$ cat config.mk
export PLATFORM = sky130hd
export DESIGN_NAME = ascon_absorb
export DESIGN_NICKNAME = d
export VERILOG_FILES = /design/src/rtl/ascon_absorb.sv
export SDC_FILE = /design/constraint.sdc
export NUM_CORES = 1
export LEC_CHECK = 0
export CORE_AREA = 2 2 516 518
export DETAILED_ROUTE_END_ITERATION = 16
export DIE_AREA = 0 0 518 520
export HOLD_SLACK_MARGIN = 0.06
export PLACE_DENSITY = 0.41
export SLEW_MARGIN = 5
export SYNTH_ARGS = -nofsm -noshare
export SYNTH_HDL_FRONTEND = slang
export SYNTH_SLANG_ARGS = --single-unit
export TNS_END_PERCENT = 10
$ cat constraint.sdc
create_clock -name clk_i -period 2.6 [get_ports clk_i]
set_input_delay 0.52 -clock clk_i [delete_from_list [all_inputs] [get_ports clk_i]]
set_output_delay 0.52 -clock clk_i [all_outputs]
set_load 0.01 [all_outputs]
$ cat src/rtl/ascon_absorb.sv
// ASCON rate absorption: packs 32-bit words into 128-bit rate blocks, applies 10* padding, drives the permutation.
// Optional ASCON_ABSORB_DOMSEP_EN flips state[0] on entry to DONE (AD/payload domain separation).
module ascon_absorb #(
  parameter int PERM_ROUNDS = 8
) (
  input  logic         clk_i,
  input  logic         rst_ni,
  input  logic         state_load_i,
  input  logic [319:0] state_i,
  input  logic [31:0]  data_i,
  input  logic         data_valid_i,
  input  logic         data_last_i,
  input  logic [2:0]   data_bytes_i,
  output logic         data_ready_o,
  output logic         perm_start_o,
  output logic [319:0] perm_state_o,
  output logic [3:0]   perm_rounds_o,
  input  logic         perm_done_i,
  input  logic [319:0] perm_state_i,
  output logic [319:0] state_o,
  output logic         busy_o,
  output logic         done_o
);

  localparam logic [2:0] S_IDLE = 3'd0;
  localparam logic [2:0] S_FILL = 3'd1;
  localparam logic [2:0] S_PERM = 3'd2;
  localparam logic [2:0] S_PAD  = 3'd3;
  localparam logic [2:0] S_DONE = 3'd4;

  logic [2:0]   fsm_q;
  logic [319:0] state_q;
  logic [127:0] blk_q;
  logic [1:0]   cnt_q;
  logic         final_q;
  logic         pad_pending_q;
  logic         start_q;

  logic [2:0]   n_eff;
  logic [31:0]  blk_word;
  logic [127:0] new_blk;
  logic         accept;
  logic         absorb;
  logic         to_done;
  logic [319:0] perm_res;

  // Keep bytes 0..n-1 (byte 0 is the MSB), put the 0x80 pad marker at byte n, zero the rest.
  function automatic logic [31:0] pad_word(input logic [31:0] w, input logic [2:0] n);
    logic [31:0] r;
    int          ni;
    r  = '0;
    ni = int'(n);
    for (int b = 0; b < 4; b++) begin
      if (b < ni) r[31-8*b -: 8] = w[31-8*b -: 8];
      else if (b == ni) r[31-8*b -: 8] = 8'h80;
    end
    return r;
  endfunction

  always_comb begin
    n_eff    = (data_bytes_i > 3'd4) ? 3'd4 : data_bytes_i;
    blk_word = data_last_i ? pad_word(data_i, n_eff) : data_i;
    new_blk  = blk_q;
    for (int k = 0; k < 4; k++) begin
      if (k == int'(cnt_q)) new_blk[127-32*k -: 32] = blk_word;
      else if (data_last_i && n_eff == 3'd4 && k == int'(cnt_q) + 1)
        new_blk[127-32*k -: 32] = 32'h8000_0000;
    end
    accept  = (fsm_q == S_FILL) && data_valid_i;
    absorb  = accept && (data_last_i || cnt_q == 2'd3);
    to_done = final_q && !pad_pending_q;
`ifdef ASCON_ABSORB_DOMSEP_EN
    perm_res = perm_state_i ^ {319'b0, to_done};
`else
    perm_res = perm_state_i;
`endif
  end

  always_ff @(posedge clk_i or negedge rst_ni) begin
    if (!rst_ni) begin
      fsm_q         <= S_IDLE;
      state_q       <= '0;
      blk_q         <= '0;
      cnt_q         <= '0;
      final_q       <= 1'b0;
      pad_pending_q <= 1'b0;
      start_q       <= 1'b0;
    end else begin
      case (fsm_q)
        S_IDLE: begin
          if (state_load_i) begin
            state_q       <= state_i;
            blk_q         <= '0;
            cnt_q         <= '0;
            final_q       <= 1'b0;
            pad_pending_q <= 1'b0;
            fsm_q         <= S_FILL;
          end
        end
        S_FILL: begin
          if (accept) begin
            blk_q <= new_blk;
            if (absorb) begin
              state_q[319:192] <= state_q[319:192] ^ new_blk;
              final_q          <= data_last_i;
              pad_pending_q    <= data_last_i && n_eff == 3'd4 && cnt_q == 2'd3;
              start_q          <= 1'b1;
              fsm_q            <= S_PERM;
            end else begin
              cnt_q <= cnt_q + 2'd1;
            end
          end
        end
        S_PERM: begin
          start_q <= 1'b0;
          // The start cycle never consumes a result, so a stale done cannot alias the new launch.
          if (!start_q && perm_done_i) begin
            state_q <= perm_res;
            blk_q   <= '0;
            cnt_q   <= '0;
            if (pad_pending_q) fsm_q <= S_PAD;
            else if (final_q)  fsm_q <= S_DONE;
            else               fsm_q <= S_FILL;
          end
        end
        S_PAD: begin
          state_q[319:312] <= state_q[319:312] ^ 8'h80;
          pad_pending_q    <= 1'b0;
          final_q          <= 1'b1;
          start_q          <= 1'b1;
          fsm_q            <= S_PERM;
        end
        S_DONE:  fsm_q <= S_IDLE;
        default: fsm_q <= S_IDLE;
      endcase
    end
  end

  assign data_ready_o  = (fsm_q == S_FILL);
  assign perm_start_o  = (fsm_q == S_PERM) && start_q;
  assign perm_state_o  = state_q;
  assign perm_rounds_o = 4'(PERM_ROUNDS);
  assign state_o       = state_q;
  assign busy_o        = (fsm_q != S_IDLE);
  assign done_o        = (fsm_q == S_DONE);

endmodule

==> impl_metrics.toml, run 1 <==
[drt]
drt-initial-drc-count = 2279
firstDrtPassIters = 8
viasPerCell = 3.82
wl_um = 235000
vias = 29500
antenna_left = 0
route.detailed.drc = 0
wl_per_cell_um = 30.4

[setup_path]
worstPathArrival_ps = 2010
critPathLaunchType = "flop"
crit_chain = "clkdlybuf4s50_1"
critPathRequiredTime_ps = 2080
critical_path.top_delay_family = "flip-flops"
r2r_slack_ps = 130
cp_max_fo = 4
rr_startpoint = "cnt_q[0]$_DFFE_PN0P_"
slowest_stage = "dfrtp_1"
rr_worst_depth = 6
slowest_delay_ps = 670
path_buf_inv = 1
r2r-end = "perm_state_o[301]$_DFFE_PN0P_"
end_kind = "primary output"
worstSetupPathType = "flop to primary output"

[clocking]
htree_num_levels = 3
numCtsBuffers = 70
cts-root-buf = "clkbuf_16"
clk_latency_ps = 700
cts_tree = "built"
cts_sinks = 456
clk_pin_slew_ps = 60
cts_max_path_buffers = 3

[hold_path]
hold_path_class = "primary input to asynchronous set/reset pin"

[timing]
fin_tns_setup_ps = 0
fin_skew_ps = 46.5
setup_viol = 0
slew_viol_final = 0
min_period_ps = 2530
tightest_slew_ps = 923
fin_crit_sh_pct = 97.1
clock.fmax_mhz = 396
hold_viol_final = 0
rsz0062_at_grt = "yes"
max-slew-margin-rel_pct = 38.5

[power_and_ir_drop]
fin_total_pwr_uw = 60600
p_leak_uw = 0.0174
max-vdd-ir-drop_uv = 686
power-per-cell-area_nw_per_um2 = 1330

[synth]
synth_cell_types = 59
yosysTopAreaCell = "dfrtp_1"
seq_area_frac_synth_pct = 43.8
synth_flop_cell = "dfrtp_1"
ys_ff_latch = 456
synth_enable_flop_cells = 0
synth_area_leaders = "dfrtp_1 (44%), buf_4 (9.4%), nand2_1 (8.1%), a31oi_1 (4.7%), a22o_1 (4.6%)"
syn_area_um2 = 26100
synth_top_area_share_pct = 43.8
ys_warn_count = 0
synthCells = 3037
ys_async_sr_fraction_pct = 100
avgSynthCellArea_um2 = 8.58

[floorplan]
fp.coreArea_um2 = 264000
die_area_um2 = 269000
pin_count = 1329
die_width_um = 518
start_util_pct = 9.87
fp-row-count = 189
die_y_um = 520

[place]
portBuffers = 1324
place_area_um2 = 42900
gp_congestion = 0.951
hpwl_um = 196000

[status]
outcome = "finished clean"

[global_route]
grt_usage_pct = 16.8
grt.overflow.total = 0
grt_max_degree = 142
antenna_found_initial = 90
grt_pass1_vias = 29300
grt_pass1_wl_um = 303000

[final_layout]
nNetsFinal = 4809
final_area_um2 = 45400
area_delta_synth_final_pct = 74.4
drive_above_1_share_pct = 10.3

[flow_run]
max_cap_viol_count = 0
-- worst max-delay path by stage --
| stage | startpoint | cells after the start | to | slack (ps) |
|---|---|---|---|---|
| CTS | fsm_q[1]$_DFFE_PN0P_ | 5 | data_ready_o | -140 |
| global route | fsm_q[1]$_DFFE_PN0P_ | 5 | perm_start_o | -40 |
| detailed placement | data_last_i | 10 | perm_state_o[270]$_DFFE_PN0P_ | -390 |
| finish | perm_state_o[257]$_DFFE_PN0P_ | 1 | state_o[257] | 70 |
| floorplan | cnt_q[0]$_DFFE_PN0P_ | 9 | perm_state_o[291]$_DFFE_PN0P_ | 430 |
| global placement | data_last_i | 10 | perm_state_o[264]$_DFFE_PN0P_ | -370 |
-- metrics by stage --
step	instances	hold WS (ps)	util [%]	worst slack, ps
final	7721	281	17.2	74.8
after global routing	7711	242	17.2	-35.1
after CTS	7702	203	17.2	-137
after global placement	7572	439	16.3	-372
after detailed placement	7572	436	16.3	-392
after floorplan	3039	224	-	434
-- layout by cell type, fill, tap and decap left out, types with 9 or more instances in the layout --
master,instances
a22o_1,138
clkbuf_16,70
nor3_1,71
diode_2,19
clkdlybuf4s50_1,1266
a32oi_1,70
clkbuf_8,12
clkbuf_1,13
dlygate4sd2_1,42
o2bb2ai_1,25
a22oi_1,60
o31a_1,21
a21oi_1,55
a31oi_1,193
o22ai_1,46
o21ai_0,219
nand2_1,558
and2_1,46
o21ai_1,14
buf_12,53
a221oi_1,71
bufinv_16,9
nor2_1,233
buf_4,215
dfrtp_1,448
inv_1,55
a222oi_1,18
-- cell families after synthesis --
family          count (synthesis)  share of synthesized area [%]
compound gates                979                           26.1
flops                         456                           43.8
mux                            10                          0.442
buf+inv                       631                           14.2
simple gates                  951                           15.0
fa+ha+maj                       8                          0.384
other cells                     2                         0.0288
-- registers in the layout, indices dropped and copies added, names as in the netlist --
| register | count |
|---|---|
| cnt_q | 2 |
| perm_state_o | 320 |
| fsm_q | 3 |
| start_q | 1 |
| pad_pending_q | 1 |
| blk_q | 128 |
| final_q | 1 |
-- per-layer routing --
layer  up-vias  GRT usage (%)  share of wire [%]
li1      12800              -                  -
met1     14900           19.6                 40
met2      1543           29.7                 50
met3       310           4.59                7.4
met4         6           4.76                3.1
met5         -              0              0.017
-- area by class of cell --
type,instances,area [um2]
clock buffer,95,1970
antenna,19,47.5
inverter,57,220
fill,29700,218000
sequential,456,11400
multi-input combinational,1952,11100
clock inverter,26,443
timing repair buffer,1583,15800
tap,3533,4420
-- Yosys cell counts, types with 16 or more instances --
master,number
a21oi_1,55
a221oi_1,71
a222oi_1,18
a22o_1,138
a22oi_1,61
a31oi_1,196
a32oi_1,70
and2_1,47
buf_1,16
buf_2,77
buf_4,326
clkbuf_1,151
dfrtp_1,456
inv_1,56
nand2_1,560
nor2_1,236
nor3_1,72
o21ai_0,219
o21ai_1,16
o22ai_1,46
o2bb2ai_1,25
o31a_1,21
-- power by group --
| part | switching, uW | internal, uW |
|---|---|---|
| Sequential | 4120 | 10000 |
| Combinational | 20900 | 15200 |
| Clock | 4180 | 6230 |
-- what timing repair did --
action	4_1_cts	5_1_grt
hold endpoints to repair	62	0
hold buffers	1	0
gates cloned	0	0
endpoints found under the setup margin	54	17
resized for setup	60	6
pin swaps	1	0
buffers inserted	8	0
Note: power is estimated with default switching activity, not from simulation.
==> run 2: changes to the inputs <==
- CTS_BUF_LIST: unset -> sky130_fd_sc_hd__clkbuf_8 sky130_fd_sc_hd__clkbuf_16
==> run 2 against run 1 <==
Clock power about the same. Sequential cell count did not move. Fmax hardly changed. Highest routed layer unchanged. Global-route usage unchanged. Cell count about the same. Largest cell class unchanged. Utilization about the same. Combinational power hardly changed. Non-clock buffer count stayed put. Total power hardly changed. Sequential power is essentially flat. Worst setup slack lost 1.6 ps. Critical endpoint unchanged. Clock skew is essentially flat.
==> impl_metrics.toml, run 2 (synthesis results as in run 1) <==
[clocking]
clk_latency_ps = 700
numCtsBuffers = 70
cts_sinks = 456
cts_max_path_buffers = 3
cts_tree = "built"
htree_num_levels = 3
cts-root-buf = "clkbuf_16"
clk_pin_slew_ps = 60

[floorplan]
die_area_um2 = 269000
fp.coreArea_um2 = 264000
pin_count = 1329
fp-row-count = 189
die_y_um = 520
die_width_um = 518
start_util_pct = 9.87

[drt]
antenna_left = 0
wl_per_cell_um = 30.4
vias = 29600
route.detailed.drc = 0
met3_length_um = 17200
drt-initial-drc-count = 2281
wl_um = 235000
wl_met2_um = 117000
m1WireLength_um = 93400
viasPerCell = 3.83
top_layer = "met5"
firstDrtPassIters = 8

[setup_path]
rr_worst_depth = 6
critPathRequiredTime_ps = 2080
critical_path.top_delay_family = "flip-flops"
slowest_stage = "dfrtp_1"
worstSetupPathType = "flop to primary output"
crit_chain = "clkdlybuf4s50_1"
critPathLaunchType = "flop"
path_buf_inv = 1
worstPathArrival_ps = 2010
end_kind = "primary output"
worst-path-stages = 1
slowest_delay_ps = 660
cp_max_fo = 4

[final_layout]
drive_above_1_share_pct = 10.3
most-common-layout-cells = "clkdlybuf4s50_1 (1,266), nand2_1 (558), dfrtp_1 (448)"
layout_commonest_cell = "clkdlybuf4s50_1"
largest_register_ffs = 320
seq_area_um2 = 11400
area_delta_synth_final_pct = 74.4
nFillCells = 29700
multiInputGateArea_um2 = 11100
nNetsFinal = 4809
fin_cells = 7720

[global_route]
grt_pass1_vias = 29300
antenna_found_initial = 90
grt_pass1_wl_um = 303000
grt_max_degree = 142
grt.overflow.total = 0
grt_usage_pct = 16.8

[hold_path]
hold_path_class = "primary input to asynchronous set/reset pin"

[timing]
min_period_ps = 2530
setup_viol = 0
max-slew-margin-rel_pct = 38.3
slew_viol_final = 0
fin_skew_ps = 46.2
fin_crit_sh_pct = 97.2
setup_ws_ps = 73.3
rsz0062_at_grt = "yes"
hold_viol_final = 0
fin_tns_setup_ps = 0
clock.fmax_mhz = 396
tightest_slew_ps = 925

[place]
placed_cells = 7572
gp_congestion = 0.951
post-place-ws_ps = -392
portBuffers = 1324
hpwl_um = 196000

[status]
outcome = "finished clean"

[power_and_ir_drop]
max-vdd-ir-drop_uv = 686
power-per-cell-area_nw_per_um2 = 1330
p_leak_uw = 0.0174

[flow_run]
max_cap_viol_count = 0
[run 2: area by class of cell]
cell class,instances,share of cell area [%]
flip-flops and latches,456,25.1
well taps,3533,9.73
diodes,18,0.0991
multi-input cells,1952,24.5
inverters,57,0.485
repair buffers,1583,34.8
clock inverters,39,1.08
clock buffers,82,4.22
[run 2: stage by stage]
stage | instance area [um2] | hold slack, ps | total power (uW) | util, %
global route | 45400 | 242 | 63800 | 17.2
floorplan | 26100 | 224 | 28800 | -
finish | 45400 | 281 | 60600 | 17.2
CTS | 45400 | 203 | 62000 | 17.2
detailed placement | 42900 | 436 | 51100 | 16.3
global placement | 42900 | 439 | 51200 | 16.3
[run 2: path summary, 6_finish.rpt]
path / end / slack, ps / from
worst min register to register: blk_q[98]$_DFFE_PN0P_ / 470 / blk_q[98]$_DFFE_PN0P_
worst max register to register: perm_state_o[301]$_DFFE_PN0P_ / 140 / cnt_q[0]$_DFFE_PN0P_
min in group clk_i: perm_state_o[56]$_DFFE_PN0P_ / 390 / state_i[56]
worst max-delay path: state_o[257] / 70 / perm_state_o[257]$_DFFE_PN0P_
max in group asynchronous: perm_state_o[79]$_DFFE_PN0P_ / 1360 / rst_ni
worst min-delay path: perm_state_o[289]$_DFFE_PN0P_ / 280 / rst_ni
[run 2: where the power goes]
group | total, uW | switching, uW | internal (uW)
logic | 36100 | 20900 | 15200
registers | 14200 | 4120 | 10000
clock network | 10300 | 4170 | 6180
total | 60600 | 29200 | 31400
[run 2: metal layers]
layer	track usage (%)	vias up
met3	4.59	303
met2	29.7	1545
met4	4.76	6
met5	0	-
met1	19.6	15000
li1	-	12800
[run 2: repair_timing]
action                                  4_1_cts  5_1_grt
buffers inserted                              8        0
gates resized for setup                      60        6
hold buffers                                  1        0
endpoints found under the setup margin       54       17
pin swaps                                     1        0
endpoints found under the hold margin        62        0
